$ cat config.mk
export PLATFORM = sky130hd
export DESIGN_NAME = matvec_operand_loader_flat
export DESIGN_NICKNAME = d
export VERILOG_FILES = /design/src/rtl/matvec_operand_loader_if.sv /design/src/rtl/matvec_operand_loader.sv /design/src/flat_wrapper.sv
export SDC_FILE = /design/constraint.sdc
export NUM_CORES = 1
export LEC_CHECK = 0
export CORE_ASPECT_RATIO = 0.5
export CORE_MARGIN = 2
export CORE_UTILIZATION = 30
export DETAILED_ROUTE_END_ITERATION = 8
export GPL_ROUTABILITY_DRIVEN = 0
export GPL_TIMING_DRIVEN = 1
export PLACE_DENSITY = 0.54
export SYNTH_ARGS = -nofsm -noshare
export SYNTH_HDL_FRONTEND = slang
export SYNTH_SLANG_ARGS = --single-unit
$ cat constraint.sdc
create_clock -name system1000 -period 4.25 [get_ports system1000]
set_input_delay 0.85 -clock system1000 [delete_from_list [all_inputs] [get_ports system1000]]
set_output_delay 0.85 -clock system1000 [all_outputs]
set_load 0.02 [all_outputs]
$ cat src/rtl/matvec_operand_loader_if.sv
// Handshake and coefficient bus for matvec_operand_loader.
// master: the producer/host/consumer side; slave: the loader itself.
interface matvec_operand_loader_if #(
  parameter int unsigned WIDTH = 16
);
  logic [WIDTH-1:0]   in_data;
  logic               in_valid;
  logic               in_ready;
  logic               coef_we;
  logic [3:0]         coef_addr;
  logic [WIDTH-1:0]   coef_data;
  logic               coef_commit;
  logic [3*WIDTH-1:0] row_out;
  logic [3*WIDTH-1:0] vec_out;
  logic [1:0]         row_idx;
  logic               out_valid;
  logic               out_ready;
  logic               busy;

  modport master (
    output in_data, in_valid, coef_we, coef_addr, coef_data, coef_commit, out_ready,
    input  in_ready, row_out, vec_out, row_idx, out_valid, busy
  );

  modport slave (
    input  in_data, in_valid, coef_we, coef_addr, coef_data, coef_commit, out_ready,
    output in_ready, row_out, vec_out, row_idx, out_valid, busy
  );
endinterface

$ cat src/rtl/matvec_operand_loader.sv
// Operand loader for the 3x3 matrix-vector dot-product stage.
// Collects three serial samples into a vector, then issues the three rows of the
// active coefficient matrix alongside it, one per handshake. Coefficients are
// written into a shadow bank and copied to the active bank at a vector boundary.
// Optional: define MATVEC_LOADER_DOUBLE_BUFFER_EN to add a fill buffer so the next
// vector is collected while the current one is issued.
module matvec_operand_loader #(
  parameter int unsigned WIDTH = 16
) (
  input logic                     system1000,
  input logic                     system1000_rstn,
  matvec_operand_loader_if.slave  bus
);

  localparam int unsigned VecW = 3 * WIDTH;

  typedef logic [8:0][WIDTH-1:0] bank_t;
  typedef enum logic [0:0] {StCollect, StIssue} state_e;

  state_e          state_q, state_d;
  logic [1:0]      cnt_q, cnt_d;
  logic [1:0]      row_idx_q, row_idx_d;
  logic [VecW-1:0] vec_q, vec_d;
  logic [VecW-1:0] row_q, row_d;
  bank_t           active_q, active_d;
  bank_t           shadow_q, shadow_d;
  logic            pending_q, pending_d;
  logic            in_ready, out_valid, in_fire, out_fire, boundary;
`ifdef MATVEC_LOADER_DOUBLE_BUFFER_EN
  logic [VecW-1:0] fill_q, fill_d;
  logic [1:0]      cnt_acc;
`endif

  function automatic bank_t identity_bank();
    bank_t b;
    b    = '0;
    b[0] = WIDTH'(1);
    b[4] = WIDTH'(1);
    b[8] = WIDTH'(1);
    return b;
  endfunction

  // Element 0 of the row lands in the top slice.
  function automatic logic [VecW-1:0] row_sel(input bank_t b, input logic [1:0] r);
    logic [VecW-1:0] v;
    unique case (r)
      2'd0:    v = {b[0], b[1], b[2]};
      2'd1:    v = {b[3], b[4], b[5]};
      default: v = {b[6], b[7], b[8]};
    endcase
    return v;
  endfunction

  // First sample goes to the top slice.
  function automatic logic [VecW-1:0] write_slot(input logic [VecW-1:0] v,
                                                 input logic [1:0] idx,
                                                 input logic [WIDTH-1:0] d);
    logic [VecW-1:0] r;
    r = v;
    unique case (idx)
      2'd0:    r[VecW-1 -: WIDTH]    = d;
      2'd1:    r[2*WIDTH-1 -: WIDTH] = d;
      default: r[WIDTH-1:0]          = d;
    endcase
    return r;
  endfunction

  // Next-state logic for collection, row issue and vector-boundary detection.
  always_comb begin
    state_d   = state_q;
    cnt_d     = cnt_q;
    row_idx_d = row_idx_q;
    vec_d     = vec_q;
    boundary  = 1'b0;
`ifdef MATVEC_LOADER_DOUBLE_BUFFER_EN
    fill_d    = fill_q;
    cnt_acc   = cnt_q;
    // Stall input only when the fill buffer already holds a complete vector.
    in_ready  = (state_q == StCollect) || (cnt_q != 2'd3);
`else
    in_ready  = (state_q == StCollect);
`endif
    out_valid = (state_q == StIssue);
    in_fire   = bus.in_valid & in_ready;
    out_fire  = out_valid & bus.out_ready;

    unique case (state_q)
      StCollect: begin
        if (in_fire) begin
`ifdef MATVEC_LOADER_DOUBLE_BUFFER_EN
          fill_d = write_slot(fill_q, cnt_q, bus.in_data);
`else
          vec_d  = write_slot(vec_q, cnt_q, bus.in_data);
`endif
          if (cnt_q == 2'd2) begin
`ifdef MATVEC_LOADER_DOUBLE_BUFFER_EN
            vec_d = fill_d;
`endif
            cnt_d     = 2'd0;
            state_d   = StIssue;
            row_idx_d = 2'd0;
            boundary  = 1'b1;
          end else begin
            cnt_d = cnt_q + 2'd1;
          end
        end
      end
      StIssue: begin
`ifdef MATVEC_LOADER_DOUBLE_BUFFER_EN
        if (in_fire) begin
          fill_d  = write_slot(fill_q, cnt_q, bus.in_data);
          cnt_acc = cnt_q + 2'd1;
        end
        cnt_d = cnt_acc;
`endif
        if (out_fire) begin
          if (row_idx_q == 2'd2) begin
            row_idx_d = 2'd0;
`ifdef MATVEC_LOADER_DOUBLE_BUFFER_EN
            // A complete fill buffer (counting a same-cycle third sample) swaps in.
            if (cnt_acc == 2'd3) begin
              vec_d    = fill_d;
              cnt_d    = 2'd0;
              boundary = 1'b1;
            end else begin
              state_d = StCollect;
            end
`else
            state_d = StCollect;
`endif
          end else begin
            row_idx_d = row_idx_q + 2'd1;
          end
        end
      end
      default: state_d = StCollect;
    endcase
  end

  // Coefficient banks: shadow writes, commit-pending tracking and boundary copy.
  always_comb begin
    shadow_d = shadow_q;
    if (bus.coef_we && (bus.coef_addr <= 4'd8)) begin
      shadow_d[bus.coef_addr] = bus.coef_data;
    end
    // The copy takes the pre-write shadow; a commit on the copy edge re-arms.
    if (boundary && pending_q) begin
      active_d  = shadow_q;
      pending_d = bus.coef_commit;
    end else begin
      active_d  = active_q;
      pending_d = pending_q | bus.coef_commit;
    end
    // Registered row mux; inputs are constant while a pair is stalled.
    row_d = row_sel(active_d, row_idx_d);
  end

  // Output drive.
  always_comb begin
    bus.in_ready  = in_ready;
    bus.out_valid = out_valid;
    bus.row_out   = row_q;
    bus.vec_out   = vec_q;
    bus.row_idx   = row_idx_q;
    bus.busy      = !((state_q == StCollect) && (cnt_q == 2'd0));
  end

  // State registers.
  always_ff @(posedge system1000 or negedge system1000_rstn) begin
    if (!system1000_rstn) begin
      state_q   <= StCollect;
      cnt_q     <= 2'd0;
      row_idx_q <= 2'd0;
      vec_q     <= '0;
      row_q     <= row_sel(identity_bank(), 2'd0);
      active_q  <= identity_bank();
      shadow_q  <= identity_bank();
      pending_q <= 1'b0;
`ifdef MATVEC_LOADER_DOUBLE_BUFFER_EN
      fill_q    <= '0;
`endif
    end else begin
      state_q   <= state_d;
      cnt_q     <= cnt_d;
      row_idx_q <= row_idx_d;
      vec_q     <= vec_d;
      row_q     <= row_d;
      active_q  <= active_d;
      shadow_q  <= shadow_d;
      pending_q <= pending_d;
`ifdef MATVEC_LOADER_DOUBLE_BUFFER_EN
      fill_q    <= fill_d;
`endif
    end
  end

endmodule

$ cat src/flat_wrapper.sv
// flat-port wrapper written by rule: the top's interface ports become plain ports
module matvec_operand_loader_flat 
#(
  parameter int unsigned WIDTH = 16
)
  (system1000, system1000_rstn, bus_in_data, bus_in_valid, bus_coef_we, bus_coef_addr, bus_coef_data, bus_coef_commit, bus_out_ready, bus_in_ready, bus_row_out, bus_vec_out, bus_row_idx, bus_out_valid, bus_busy);
  matvec_operand_loader_if #(.WIDTH(WIDTH)) bus_i ();
  input logic system1000;
  input logic system1000_rstn;
  input wire logic [$bits(bus_i.in_data)-1:0] bus_in_data;
  input wire logic [$bits(bus_i.in_valid)-1:0] bus_in_valid;
  input wire logic [$bits(bus_i.coef_we)-1:0] bus_coef_we;
  input wire logic [$bits(bus_i.coef_addr)-1:0] bus_coef_addr;
  input wire logic [$bits(bus_i.coef_data)-1:0] bus_coef_data;
  input wire logic [$bits(bus_i.coef_commit)-1:0] bus_coef_commit;
  input wire logic [$bits(bus_i.out_ready)-1:0] bus_out_ready;
  output wire logic [$bits(bus_i.in_ready)-1:0] bus_in_ready;
  output wire logic [$bits(bus_i.row_out)-1:0] bus_row_out;
  output wire logic [$bits(bus_i.vec_out)-1:0] bus_vec_out;
  output wire logic [$bits(bus_i.row_idx)-1:0] bus_row_idx;
  output wire logic [$bits(bus_i.out_valid)-1:0] bus_out_valid;
  output wire logic [$bits(bus_i.busy)-1:0] bus_busy;
  assign bus_i.in_data = bus_in_data;
  assign bus_i.in_valid = bus_in_valid;
  assign bus_i.coef_we = bus_coef_we;
  assign bus_i.coef_addr = bus_coef_addr;
  assign bus_i.coef_data = bus_coef_data;
  assign bus_i.coef_commit = bus_coef_commit;
  assign bus_i.out_ready = bus_out_ready;
  assign bus_in_ready = bus_i.in_ready;
  assign bus_row_out = bus_i.row_out;
  assign bus_vec_out = bus_i.vec_out;
  assign bus_row_idx = bus_i.row_idx;
  assign bus_out_valid = bus_i.out_valid;
  assign bus_busy = bus_i.busy;
  matvec_operand_loader #(.WIDTH(WIDTH)) u_core (.system1000(system1000), .system1000_rstn(system1000_rstn), .bus(bus_i));
endmodule
# ---- Word level (Yosys, flattened, before mapping)
# Cells that the tools add are included.
dict set report totals {
  regBits 390
  latch_bits 0
  ramBits 0
  rom_bits 0
  output_inout_bits 101
  elab_cells 70
  memories 0
}
dict set report classes {
  add_sub_neg 2
  mul 0
  div_mod_pow 0
  order_cmp 3
  n_eq_ne 4
  shifts 0
  mux 18
  n_bitwise 5
  reduce_logical 12
}
# op n
set op_table {}
lappend op_table {{$bwmux W144} 1}
lappend op_table {{$mux W144} 1}
lappend op_table {{$pmux W48 S2} 1}
lappend op_table {{$demux W16 S4} 1}
lappend op_table {{$mux W16} 1}
lappend op_table {{$mux W2} 5}
lappend op_table {{$reduce_and A3 Y1} 3}
lappend op_table {{$mux W1} 6}
lappend op_table {{$lt A4 B5 Y1 const B} 1}
lappend op_table {{$add A2 B1 Y2 const B} 2}
lappend op_table {{$eq A2 B1 Y1 const B} 2}
lappend op_table {{$eq A2 B2 Y1 const B} 2}
lappend op_table {{$ge A4 B1 Y1 const B} 1}
lappend op_table {{$le A4 B4 Y1 const B} 1}
lappend op_table {{$logic_and A1 B1 Y1} 4}
lappend op_table {{$logic_not A2 Y1} 2}
lappend op_table {{$pmux W2 S2} 1}
lappend op_table {{$and A1 B1 Y1} 2}
lappend op_table {{$not A1 Y1} 2}
lappend op_table {{$pmux W1 S2} 1}
lappend op_table {{$reduce_and A2 Y1} 1}
lappend op_table {{$reduce_or A2 Y1} 1}
lappend op_table {{$logic_not A1 Y1} 1}
lappend op_table {{$or A1 B1 Y1} 1}

# ---- Longest topological paths before layout
dict set report logic_depth {
  depth_word 7
  ltp_mapped 8
  depth_no_buf 4
}

# ---- Worst setup path before layout
# No wires, ideal clock.
dict set report synth_timing {
  path_kind {input to register}
  startpoint {in bus_coef_addr[0]}
  endpoint {reg u_core.shadow_q[117] in the netlist's numbering}
  t_arrival_ns 2.071
  required_ns 4.125
  setup_slack_ns 2.054
  stages 5
  n_path_buf 2
  path_cell_list {clkbuf_1 > nand2_1 > nor2_1 > buf_2 > mux2_2}
}
dict set report synth_via {
  elab_chain_cells 5
  elab_cells_between_ends 8
}
# item line_no
set synth_rtl {}
lappend synth_rtl {{start: declaration} flat_wrapper.sv:13} ;# input wire logic [$bits(bus_i.coef_addr)-1:0] bus_coef_addr;
lappend synth_rtl {{$lt A4 B5 Y1 (implied by the code) / $ge A4 B1 Y1 (equally long branches)} matvec_operand_loader.sv:144} ;# shadow_d[bus.coef_addr] = bus.coef_data;
lappend synth_rtl {{$logic_and A1 B1 Y1 (implied by the code)} matvec_operand_loader.sv:144}
lappend synth_rtl {{$mux W16 (implied by the code)} matvec_operand_loader.sv:144}
lappend synth_rtl {{$demux W16 S4} -}
lappend synth_rtl {{$bwmux W144} matvec_operand_loader.sv:144}
lappend synth_rtl {{end signal: assignment} matvec_operand_loader.sv:177} ;# shadow_q <= identity_bank();
lappend synth_rtl {{end signal: assignment} matvec_operand_loader.sv:189} ;# shadow_q <= shadow_d;
lappend synth_rtl {{end: declaration} matvec_operand_loader.sv:26} ;# bank_t shadow_q, shadow_d;
# Parallel ways exist; a longest one is shown, timed or not.
# A chain may end at the register's enable or synchronous reset.

# ---- Final worst setup path
dict set report layout_timing {
  startpoint {reg u_core.cnt_q[1]}
  endpoint {out bus_busy}
}
dict set report layout_via {
  elab_chain_cells 3
}
# item line_no
set layout_rtl {}
lappend layout_rtl {{start: declaration} matvec_operand_loader.sv:21} ;# logic [1:0] cnt_q, cnt_d;
lappend layout_rtl {{start signal: assignment} matvec_operand_loader.sv:184} ;# cnt_q <= cnt_d;
lappend layout_rtl {{$logic_not A2 Y1} matvec_operand_loader.sv:165} ;# bus.busy = !((state_q == StCollect) && (cnt_q == 2'd0));
lappend layout_rtl {{$logic_and A1 B1 Y1} matvec_operand_loader.sv:165}
lappend layout_rtl {{$logic_not A1 Y1} matvec_operand_loader.sv:165}
lappend layout_rtl {{end: declaration} flat_wrapper.sv:22} ;# output wire logic [$bits(bus_i.busy)-1:0] bus_busy;
# Every way passes these cells.

==> impl_metrics.ini <==
[outcome]
status = finished clean

[synthesis]
ys_seq_elements = 390
synth_compound_area_share_pct = 7.34
synth_top_family_by_area = multiplexers
synth_area_per_cell_sq_um = 13.8
synth-xor-area-share_pct = 0.0562
synth_area_leaders = dfrtp_1 (61%), mux2_2 (13%), mux2i_1 (6.2%)
synth_cells = 1126
synth-simple-area-share_pct = 5.19
netlist_area_sq_mm = 0.0156
synthMuxAreaShare_pct = 20.1
yosys_warnings = 0
synth-adder-area-share_pct = 0
syn-num-nets = 1168
ys_types = 38
synth-seq-area-share_pct = 62.6
yosysTopAreaCell = dfrtp_1
synth_top_area_share_pct = 61.5

[global_routing]
grt_util_all_layers_pct = 14.5
grt_overflow_total = 0
grt_max_degree = 110
grt_pass1_vias = 10362
grt_first_pass_wirelength_microns = 60700
antenna_found_initial = 0

[route]
viasPerCell = 4.75
first_iter_violations = 502
vias = 9469
drc = 0
firstDrtPassIters = 4
ant_nets = 0
totalWireLength_microns = 38800
wl_per_cell_microns = 19.4

[setup_path]
worstPathArrival_ns = 1.95
crit_required_ns = 3.40
worstReg2RegEnd = u_core.bus.row_out[0]
rr_startpoint = u_core.cnt_q[1]
startpoint_type = flip-flop
r2r_cells = 5
endpoint_kind = output pin
rrSetupSlack_ns = 1.73
crit_type = flip-flop to output pin
path_max_fanout = 7

[sta]
fin_skew_ns = 0.0236
worstMarginPinSlew_ns = 1.02
slew_headroom_pct = 32.0
timing.hold.ws_ns = 0.399
slew_viol_final = 0
min_period_ns = 2.80
timing.fmax_mhz = 357
fin_crit_sh_pct = 66.0
finalSetupViolCount = 0
rsz0062_at_grt = no
setup_tns_ns = 0
final_hold_viol_count = 0

[floorplanning]
die_w_microns = 326
std_cell_rows = 59
fp.coreArea_sq_mm = 0.0517
dieArea_sq_mm = 0.0539
die_h_microns = 165
ios = 143
start_util_pct = 30.2

[placed_design]
port-buffer-count = 142
hpwlAfterDp_microns = 22400
placed_cells = 1928

[clock_tree]
cts_sinks = 390
cts_buffer_depth = 3
cts_root_buf = clkbuf_16
cts_tree = done
cts_setup_buffers = 0
ctsResizeCount = 0
h-tree-depth = 2
insertion_delay_ns = 0.55
numCtsBuffers = 39
cts_hold_buf = 0
clkTransAtPathRegs_ns = 0.06

[hold_path]
min_path_type = input pin to async pin

[power_and_ir_drop]
p_per_area_mw_per_mm2 = 716
irDropWorstVdd_mv = 0.371
leakage_uw = 0.00953

[finish]
antenna_cells = 0
syn2layout_area_growth_pct = 22.4
drive_gt1_share_pct = 24.8
fin_nets = 1310
final_util_pct = 36.9
final_cells = 1995

[job]
drv_cap = 0
metrics by stage:
stage / power, uW / instance area, sq um / worst slack, ns
finish: 13700 / 19100 / 1.45
global route: 14500 / 19100 / 1.29
CTS: 13900 / 19100 / 1.40
detailed placement: 10500 / 17900 / 0.967
global placement: 10300 / 17900 / 1.03
floorplan: 8420 / 15600 / 2.05
critical path: stages, from the launching register on:
cell and delay [ns]:
dfrtp_1 0.49, or3_1 0.39, clkdlybuf4s50_1 0.55
power breakdown:
group | internal (uW) | switching, uW
combinational | 2150 | 2530
clock | 1900 | 1450
sequential | 5090 | 562
total | 9130 | 4540
cell families (layout without fill, tap and decap cells):
kind of cell    after synthesis  in the layout
flops                       390            390
buf+inv                     167            335
simple gates                125            125
mux                         289            289
compound gates              154            154
xor+xnor                      1              1
final cells by class:
cell class	instances	area, sq um
multi-input combinational	569	5140
inverter	98	368
fill	4979	32600
clock buffer	54	1070
timing repair buffer	170	1710
sequential	390	9770
tap	701	877
clock inverter	13	150
synthesized netlist by cell type (all sizes together):
cell     count
nor3b        4
nor3         1
nand2b       1
mux2       192
mux2i       97
and3        48
a21o         4
xor2         1
dfrtp      383
dfstp        7
a21boi      48
nor2b        1
nand4bb      1
a21oi        1
o21a         1
clkbuf      31
and4bb       1
buf         38
nand3b       4
nand2        7
o221ai      48
or3          3
nor2         3
or2         48
o21ai        3
a31oi        1
o22ai       48
nand4b       1
inv         98
nand3        2
placed cells by master, fill, tap and decap left out, drive strengths merged, types with 4 or more instances in the layout:
master         netlist  layout
mux2               192     192
or2                 48      48
inv                 98      99
buf                 38      29
dfrtp              383     383
nor3b                4       4
dfstp                7       7
a21boi              48      48
a21o                 4       4
clkbuf              31      54
nand2                7       7
clkinv               0       8
mux2i               97      97
clkdlybuf4s50        0     141
o22ai               48      48
nand3b               4       4
o221ai              48      48
and3                48      48
routing by layer:
layer / part of all wire, % / track usage, % / vias up
met4: 2.1 / 3.94 / 0
met3: 3.6 / 2.26 / 56
met1: 44 / 18.2 / 5026
li1: - / - / 4230
met2: 51 / 26.1 / 157
met5: 0 / 0 / -
worst max path at each step:
stage | start | end | slack [ns] | cells after the start
6_report | u_core.cnt_q[1] | bus_busy | 1.45 | 2
5_1_grt | bus_in_valid | u_core.bus.row_out[0] | 1.29 | 6
3_3_place_gp | bus_in_valid | u_core.bus.row_out[38] | 1.03 | 6
3_5_place_dp | bus_in_valid | u_core.bus.row_out[0] | 0.97 | 6
4_1_cts | u_core.cnt_q[1] | bus_busy | 1.40 | 2
2_1_floorplan | bus_coef_addr[0] | u_core.shadow_q[117] | 2.05 | 5
registers in the layout, indices dropped and copies added (netlist names):
signal	flops
u_core.bus.out_valid	1
u_core.cnt_q	2
u_core.active_q	144
u_core.bus.row_idx	2
u_core.bus.vec_out	48
u_core.shadow_q	144
u_core.bus.row_out	48
u_core.pending_q	1
Power figures use the tool's default switching activity.
